--- config.mk ---
export PLATFORM = sky130hd
export DESIGN_NAME = bin_to_bcd_seq
export DESIGN_NICKNAME = d
export VERILOG_FILES = /design/src/rtl/bin_to_bcd_seq.sv
export SDC_FILE = /design/constraint.sdc
export NUM_CORES = 1
export LEC_CHECK = 0
export ABC_AREA = 0
export BUFFER_PORTS_ARGS = -buffer_cell sky130_fd_sc_hd__buf_4
export CAP_MARGIN = 20
export CORE_MARGIN = 8
export CORE_UTILIZATION = 50
export DETAILED_ROUTE_END_ITERATION = 8
export GPL_ROUTABILITY_DRIVEN = 0
export MAX_ROUTING_LAYER = met4
export PLACE_DENSITY = 0.76
export SYNTH_ARGS = -nofsm -noshare
export SYNTH_HDL_FRONTEND = slang
export SYNTH_SLANG_ARGS = --single-unit
export TNS_END_PERCENT = 1
--- constraint.sdc ---
create_clock -name clk -period 3.24 [get_ports clk]
set_input_delay 0.162 -clock clk [delete_from_list [all_inputs] [get_ports clk]]
set_output_delay 0.162 -clock clk [all_outputs]
set_load 0.01 [all_outputs]
--- src/rtl/bin_to_bcd_seq.sv ---
// ---------------------------------------------------------------------------
// bin_to_bcd_seq
//
// Sequential binary-to-BCD converter placed after the N-bit accumulator. It
// turns the accumulator sum into D packed decimal digits for the board's
// seven-segment drivers. A start pulse in IDLE captures the sum and its
// overflow flag. A shift-and-add-3 (double-dabble) engine then consumes one
// input bit per clock. Finally the digits, the overflow flag and a one-cycle
// done strobe are presented. These results are held until the next
// conversion completes.
//
// Parameters
//   N       width of the binary input (default 8)
//   D       number of BCD digits produced; 10^D must exceed 2^N - 1
//
// Ports
//   clk     in   1     rising-edge clock (shared with the accumulator)
//   aclr    in   1     asynchronous active-low reset
//   start   in   1     conversion request, sampled only while IDLE
//   bin     in   N     binary value to convert (accumulator sum)
//   ovf_in  in   1     accumulator overflow flag, captured together with bin
//   busy    out  1     high while a conversion is in progress
//   done    out  1     one-cycle pulse when new results become valid
//   bcd     out  4*D   packed digits, bcd[3:0] = ones, bcd[7:4] = tens, ...
//   ovf     out  1     ovf_in as captured for the displayed result
//   neg     out  1     sign of the displayed result
//
// Build option
//   BCD_SIGNED_EN  when defined, bin is two's complement. Its magnitude is
//                  converted and neg shows its sign. When it is not defined,
//                  bin is unsigned and neg is tied to 0.
// ---------------------------------------------------------------------------
module bin_to_bcd_seq #(
  parameter int N = 8,
  parameter int D = 3
) (
  input  logic             clk,
  input  logic             aclr,
  input  logic             start,
  input  logic [N-1:0]     bin,
  input  logic             ovf_in,
  output logic             busy,
  output logic             done,
  output logic [4*D-1:0]   bcd,
  output logic             ovf,
  output logic             neg
);

  localparam int CW = $clog2(N + 1);

  localparam logic [0:0] IDLE  = 1'b0;
  localparam logic [0:0] SHIFT = 1'b1;

  localparam logic [CW-1:0] CNT_LOAD = CW'(N);
  localparam logic [CW-1:0] CNT_ONE  = CW'(1);

  logic [0:0]     state_q,   state_d;
  logic [CW-1:0]  count_q,   count_d;
  logic [N-1:0]   shift_q,   shift_d;
  logic [4*D-1:0] scratch_q, scratch_d;
  logic [4*D-1:0] bcd_q,     bcd_d;
  logic           ovfCap_q,  ovfCap_d;
  logic           ovf_q,     ovf_d;
  logic           done_q,    done_d;

  logic [N-1:0]     loadValue;
  logic [4*D-1:0]   adjusted;
  logic [4*D+N-1:0] shifted;

`ifdef BCD_SIGNED_EN
  logic negCap_q, negCap_d;
  logic neg_q,    neg_d;

  // In signed mode the engine works on the magnitude. The N-bit negate of
  // the most negative code wraps back to 2^(N-1). Read as unsigned, that is
  // exactly the magnitude we want, so no extra bit is needed.
  assign loadValue = bin[N-1] ? (-bin) : bin;
`else
  assign loadValue = bin;
`endif

  // Double-dabble correction step. Any digit of 5 or more gets 3 added
  // before the shift, so that it carries correctly into the next decade
  // when it is doubled.
  always_comb begin
    adjusted = '0;
    for (int i = 0; i < D; i++) begin
      adjusted[4*i +: 4] = (scratch_q[4*i +: 4] >= 4'd5) ?
                           (scratch_q[4*i +: 4] + 4'd3) :
                           scratch_q[4*i +: 4];
    end
    shifted = {adjusted, shift_q} << 1;
  end

  // Control and datapath next-state logic.
  // In IDLE, a start loads the engine and arms the bit counter.
  // In SHIFT, each clock consumes one bit until the counter is exhausted.
  // The edge after that publishes the result and returns to IDLE.
  // The publish edge is a separate edge so that the result registers are
  // loaded from registered scratch.
  always_comb begin
    state_d   = state_q;
    count_d   = count_q;
    shift_d   = shift_q;
    scratch_d = scratch_q;
    bcd_d     = bcd_q;
    ovfCap_d  = ovfCap_q;
    ovf_d     = ovf_q;
    done_d    = 1'b0;
`ifdef BCD_SIGNED_EN
    negCap_d  = negCap_q;
    neg_d     = neg_q;
`endif
    case (state_q)
      IDLE: begin
        if (start) begin
          shift_d   = loadValue;
          scratch_d = '0;
          ovfCap_d  = ovf_in;
          count_d   = CNT_LOAD;
          state_d   = SHIFT;
`ifdef BCD_SIGNED_EN
          negCap_d  = bin[N-1];
`endif
        end
      end
      SHIFT: begin
        if (count_q != '0) begin
          scratch_d = shifted[4*D+N-1:N];
          shift_d   = shifted[N-1:0];
          count_d   = count_q - CNT_ONE;
        end else begin
          bcd_d   = scratch_q;
          ovf_d   = ovfCap_q;
          done_d  = 1'b1;
          state_d = IDLE;
`ifdef BCD_SIGNED_EN
          neg_d   = negCap_q;
`endif
        end
      end
    endcase
  end

  // State and datapath registers. The reset is asynchronous and aborts any
  // conversion in flight. It clears every output so that the display
  // blanks to zero straight away.
  always_ff @(posedge clk or negedge aclr) begin
    if (!aclr) begin
      state_q   <= IDLE;
      count_q   <= '0;
      shift_q   <= '0;
      scratch_q <= '0;
      bcd_q     <= '0;
      ovfCap_q  <= 1'b0;
      ovf_q     <= 1'b0;
      done_q    <= 1'b0;
    end else begin
      state_q   <= state_d;
      count_q   <= count_d;
      shift_q   <= shift_d;
      scratch_q <= scratch_d;
      bcd_q     <= bcd_d;
      ovfCap_q  <= ovfCap_d;
      ovf_q     <= ovf_d;
      done_q    <= done_d;
    end
  end

`ifdef BCD_SIGNED_EN
  // The sign capture and the displayed sign follow the same
  // capture/publish rhythm as the overflow flag.
  always_ff @(posedge clk or negedge aclr) begin
    if (!aclr) begin
      negCap_q <= 1'b0;
      neg_q    <= 1'b0;
    end else begin
      negCap_q <= negCap_d;
      neg_q    <= neg_d;
    end
  end

  assign neg = neg_q;
`else
  assign neg = 1'b0;
`endif

  // Every output comes straight from a register. busy is the decoded
  // registered state, so no input reaches an output combinationally.
  assign busy = (state_q == SHIFT);
  assign done = done_q;
  assign bcd  = bcd_q;
  assign ovf  = ovf_q;

endmodule

# Word level (Yosys, flattened, before mapping)
# Index checks and enable logic that the tools add are counted.
# word_totals
input_bits,12
latch_bits,0
memories,0
reg_bits,40
rom_bits,0
word_cells,40
ram_bits,0
# op_classes
shifts,0
mul,0
n_addsub,4
n_mux,17
n_lt_le_gt_ge,3
n_eq_ne,2
n_div,0
bitwise_logic,2
n_reduce_logical,4
# op_table
operator,n
12-bit 2-to-1 mux,2
12-bit case mux with 2 select lines,1
4-bit 2-to-1 mux,4
8-bit 2-to-1 mux,2
8-bit case mux with 2 select lines,1
"4-bit by 3-bit greater-or-equal comparator with 1-bit output, second input constant",3
"4-bit by 2-bit adder with 4-bit output, second input constant",2
4-bit case mux with 2 select lines,1
2-bit AND reduction,3
1-bit 2-to-1 mux,4
4-bit nonzero test,1
"4-bit by 1-bit subtractor with 4-bit output, second input constant",1
"3-bit by 2-bit adder with 3-bit output, second input constant",1
3-bit 2-to-1 mux,1
"2-bit by 1-bit != test with 1-bit output, second input constant",1
"2-bit != test, second input constant",1
1-bit inverter,2
1-bit case mux with 2 select lines,1

# Longest topological paths before layout
# logic_depth
ltp_word,4
depth_mapped,8
depth_no_buf,7

# Worst setup path after synthesis
# OpenSTA, ideal clock, no wires.
# synth_path
path_kind,flip-flop to flip-flop
start,reg count_q[0]
end,reg bcd_q[1] (netlist: bcd[1])
n_path_buf,2
path_stages_with_launch,8
path_slack_ns,1.472
required_time_ns,3.115
arrival_ns,1.643
path_cell_list,dfrtp_1 > inv_1 > ha_1 > nor3b_1 > and2_1 > clkbuf_1 > buf_4 > mux2_2
# synth_between
elab_chain_cells,3
# synth_lines
item,line,source
start: declaration,58,"logic [CW-1:0] count_q, count_d;"
start signal: assignment,160,count_q <= count_d;
4-bit nonzero test,128,if (count_q != '0) begin
1-bit inverter (no line),-,
2-bit AND reduction (no line),-,
end signal: assignment,154,bcd_q <= '0;
end signal: assignment,163,bcd_q <= bcd_d;
end: declaration,61,"logic [4*D-1:0] bcd_q, bcd_d;"
# No other way between the ends.
# A chain may end at the register's enable or synchronous reset.

# Worst setup path in the final report
# layout_path
start,reg count_q[1]
end,reg scratch_q[3]
# layout_between
elab_chain_cells,3
# layout_lines
item,line,source
4-bit nonzero test,128,
2-bit by 1-bit != test with 1-bit output (no line),-,
2-bit AND reduction (no line),-,
end signal: assignment,162,scratch_q <= scratch_d;
end: declaration,60,"logic [4*D-1:0] scratch_q, scratch_d;"
# No other way between the ends.

==> results.yml <==
placement:
  post-dp-hpwl_um: 2510
  numPortBuffers: 26
  post-place-cells: 232
global_routing:
  antenna_found_initial: 0
  grt_pass1_wl_um: 6160
  grt_pass1_vias: 1367
  gr-total-overflow: 0
  grt.total_usage_pct: 13.1
  grt_max_degree: 41
floorplanning:
  io_pins: 28
  dieArea_sq_um: 5970
  row_count: 22
  die_w_um: 77.3
  start_util_pct: 51.7
  chipHeight_um: 77.3
  coreArea_sq_um: 3630
clocking:
  cts_root_buf: "clkbuf_8"
  post-cts-setup-buffer-count: 0
  cts.clk_slew.worst_paths_ps: 80
  cts_buffer_depth: 2
  cts_sinks: 40
  cts_hold_buf: 1
  htreeDepth: 2
  clk_latency_ps: 290
  cts_tree: "built"
  cts_resized: 0
  cts_buffers: 5
pwr:
  p_switching_uw: 806
  p_per_area_nw_per_um2: 988
  power.switching_fraction_pct: 37.4
  leakage_uw: 0.00103
  clock_power_share_pct: 15.8
  p_int_uw: 1350
  power_frac_comb_pct: 42.6
  ir_drop_v: 0.000451
  seqPwrFrac_pct: 41.7
sta:
  report.final.slew_viol_count: 0
  worstMarginPinSlew_ps: 631
  fin_crit_sh_pct: 63.3
  relSlewSlack_pct: 57.8
  setup_tns_ps: 0
  rsz0062_at_grt: "no"
  layout_min_cycle_time_ps: 2050
  fin_skew_ps: 5.02
  max_freq_mhz: 487
  hold_viol_final: 0
  setup_viol: 0
logic_synthesis:
  syn_avg_cell_area_sq_um: 11.2
  ys_seq_area_share_pct: 53.3
  synth_seq_cells: 40
  syn_area_sq_um: 1880
  synth-edff-count: 0
  synth.yosys.warnings: 0
  synth-main-ff-cell: "dfrtp_1"
  synth_cells: 167
  synth_fp_nets: 186
  synthArstFlopShare_pct: 100
  synth_cell_types: 33
worst_hold_path:
  worstHoldPathType: "in2reg"
drt:
  drt_iter0_markers: 92
  routedWlPerCell_um: 14.6
  drc_errors: 0
  vias: 1300
  ant_nets: 0
  first_pass_iters: 4
  via_per_inst: 5.39
  drt-total-wl_um: 3510
layout:
  drive_gt1_share_pct: 28.5
  antenna_cells: 0
  fill_cells: 315
  area_growth_pct: 16.0
  fin_nets: 211
  layout.cells.non_filler: 241
setup_path:
  criticalPathCategory: "reg2reg"
  crit_path_start_kind: "register"
  cp.required_ps: 3420
  crit_arrival_ps: 2240
  cp_max_fo: 22
  end_kind: "register"
run:
  drv_cap: 0
run_status:
  run_status: "completed"
## metal layers
layer	routed length (um)	track usage [%]
met1	1420	14.2
met2	1810	20.9
met3	196	5.01
met4	79	5.85
met5	0	-
## cell type report
class,count,area (sq um),area share [%]
multi-input combinational,108,777,35.7
sequential,40,1000,46.0
timing repair buffer,28,213,9.76
tap,48,60.1,2.76
inverter,9,33.8,1.55
clock inverter,1,7.51,0.345
clock buffer,7,86.3,3.96
## synth_stat cells (2+ instances only)
master,count,area [sq um]
a211oi_1,2,15.0
inv_1,9,33.8
mux2_2,16,180
buf_4,2,15.0
xor2_1,2,17.5
nand2b_1,4,25.0
nand3_1,9,45.0
a31oi_1,2,12.5
nor2b_1,2,12.5
dfrtp_1,40,1000
a32o_1,2,20.0
clkbuf_1,4,15.0
xnor2_1,3,26.3
o31ai_1,5,37.5
a22oi_1,6,45.0
a21oi_1,3,15.0
o21ai_0,11,55.1
nand2_1,24,90.1
ha_1,7,87.6
## registers in the layout, summed over array words and instances, names as in the netlist
register and count:
busy 1, count_q 4, done 1, ovf 1, scratch_q 12, ovfCap_q 1
bcd 12, shift_q 8
## kinds of logic after synthesis
logic type	share of synthesized area, %
simple gates	11.3
flops	53.3
compound gates	12.8
buf+inv	5.33
mux	10.1
fa+ha+maj	4.66
xor+xnor	2.33
other cells	0.200
## through the flow
stage                     util [%]  worst slack (ps)  instance area (sq um)  power, uW  hold slack (ps)
final                         60.0              1190                   2180       2150             64.4
after global routing          60.0              1040                   2180       2340             67.6
after CTS                     60.0              1190                   2180       2180             54.9
after detailed placement      57.1              1200                   2070       1830              170
after global placement        57.1              1280                   2070       1770              159
after floorplan                  -              1470                   1880       1560             -134
## path summary, 6_finish.rpt
check | startpoint | endpoint | slack, ps | cells past startpoint
min | ovf_in | ovfCap_q | 60 | 3
min in group asynchronous | aclr | shift_q[0] | 380 | 2
min reg2reg | shift_q[1] | shift_q[1] | 480 | 2
max reg2reg | count_q[1] | scratch_q[3] | 1190 | 6
max in group asynchronous | aclr | bcd[10] | 2510 | 2
max | count_q[1] | scratch_q[3] | 1190 | 6
## cell usage in the layout (no fill, tap or decap), types with 3 or more instances in the layout
cell,instances
o31ai_1,5
mux2_2,16
a22oi_1,6
nand2_1,24
dfrtp_1,40
xnor2_1,3
o21ai_0,11
a21oi_1,3
nand2b_1,4
clkbuf_8,6
buf_4,27
ha_1,7
nand3_1,9
inv_1,9
## critical path: stages, from the launching register on
cell and delay (ps):
dfrtp_1 400, inv_1 70, ha_1 180, or3b_4 420
nand2_1 500, o31ai_1 150, a32o_1 220
## power groups by stage
stage	Clock [uW]	Combinational (uW)	Sequential, uW
after detailed placement	0	932	903
after global placement	0	876	893
after global routing	372	1030	931
final	339	916	898
after floorplan	0	674	890
after CTS	348	932	895
Note: power is estimated with default switching activity, not from simulation.
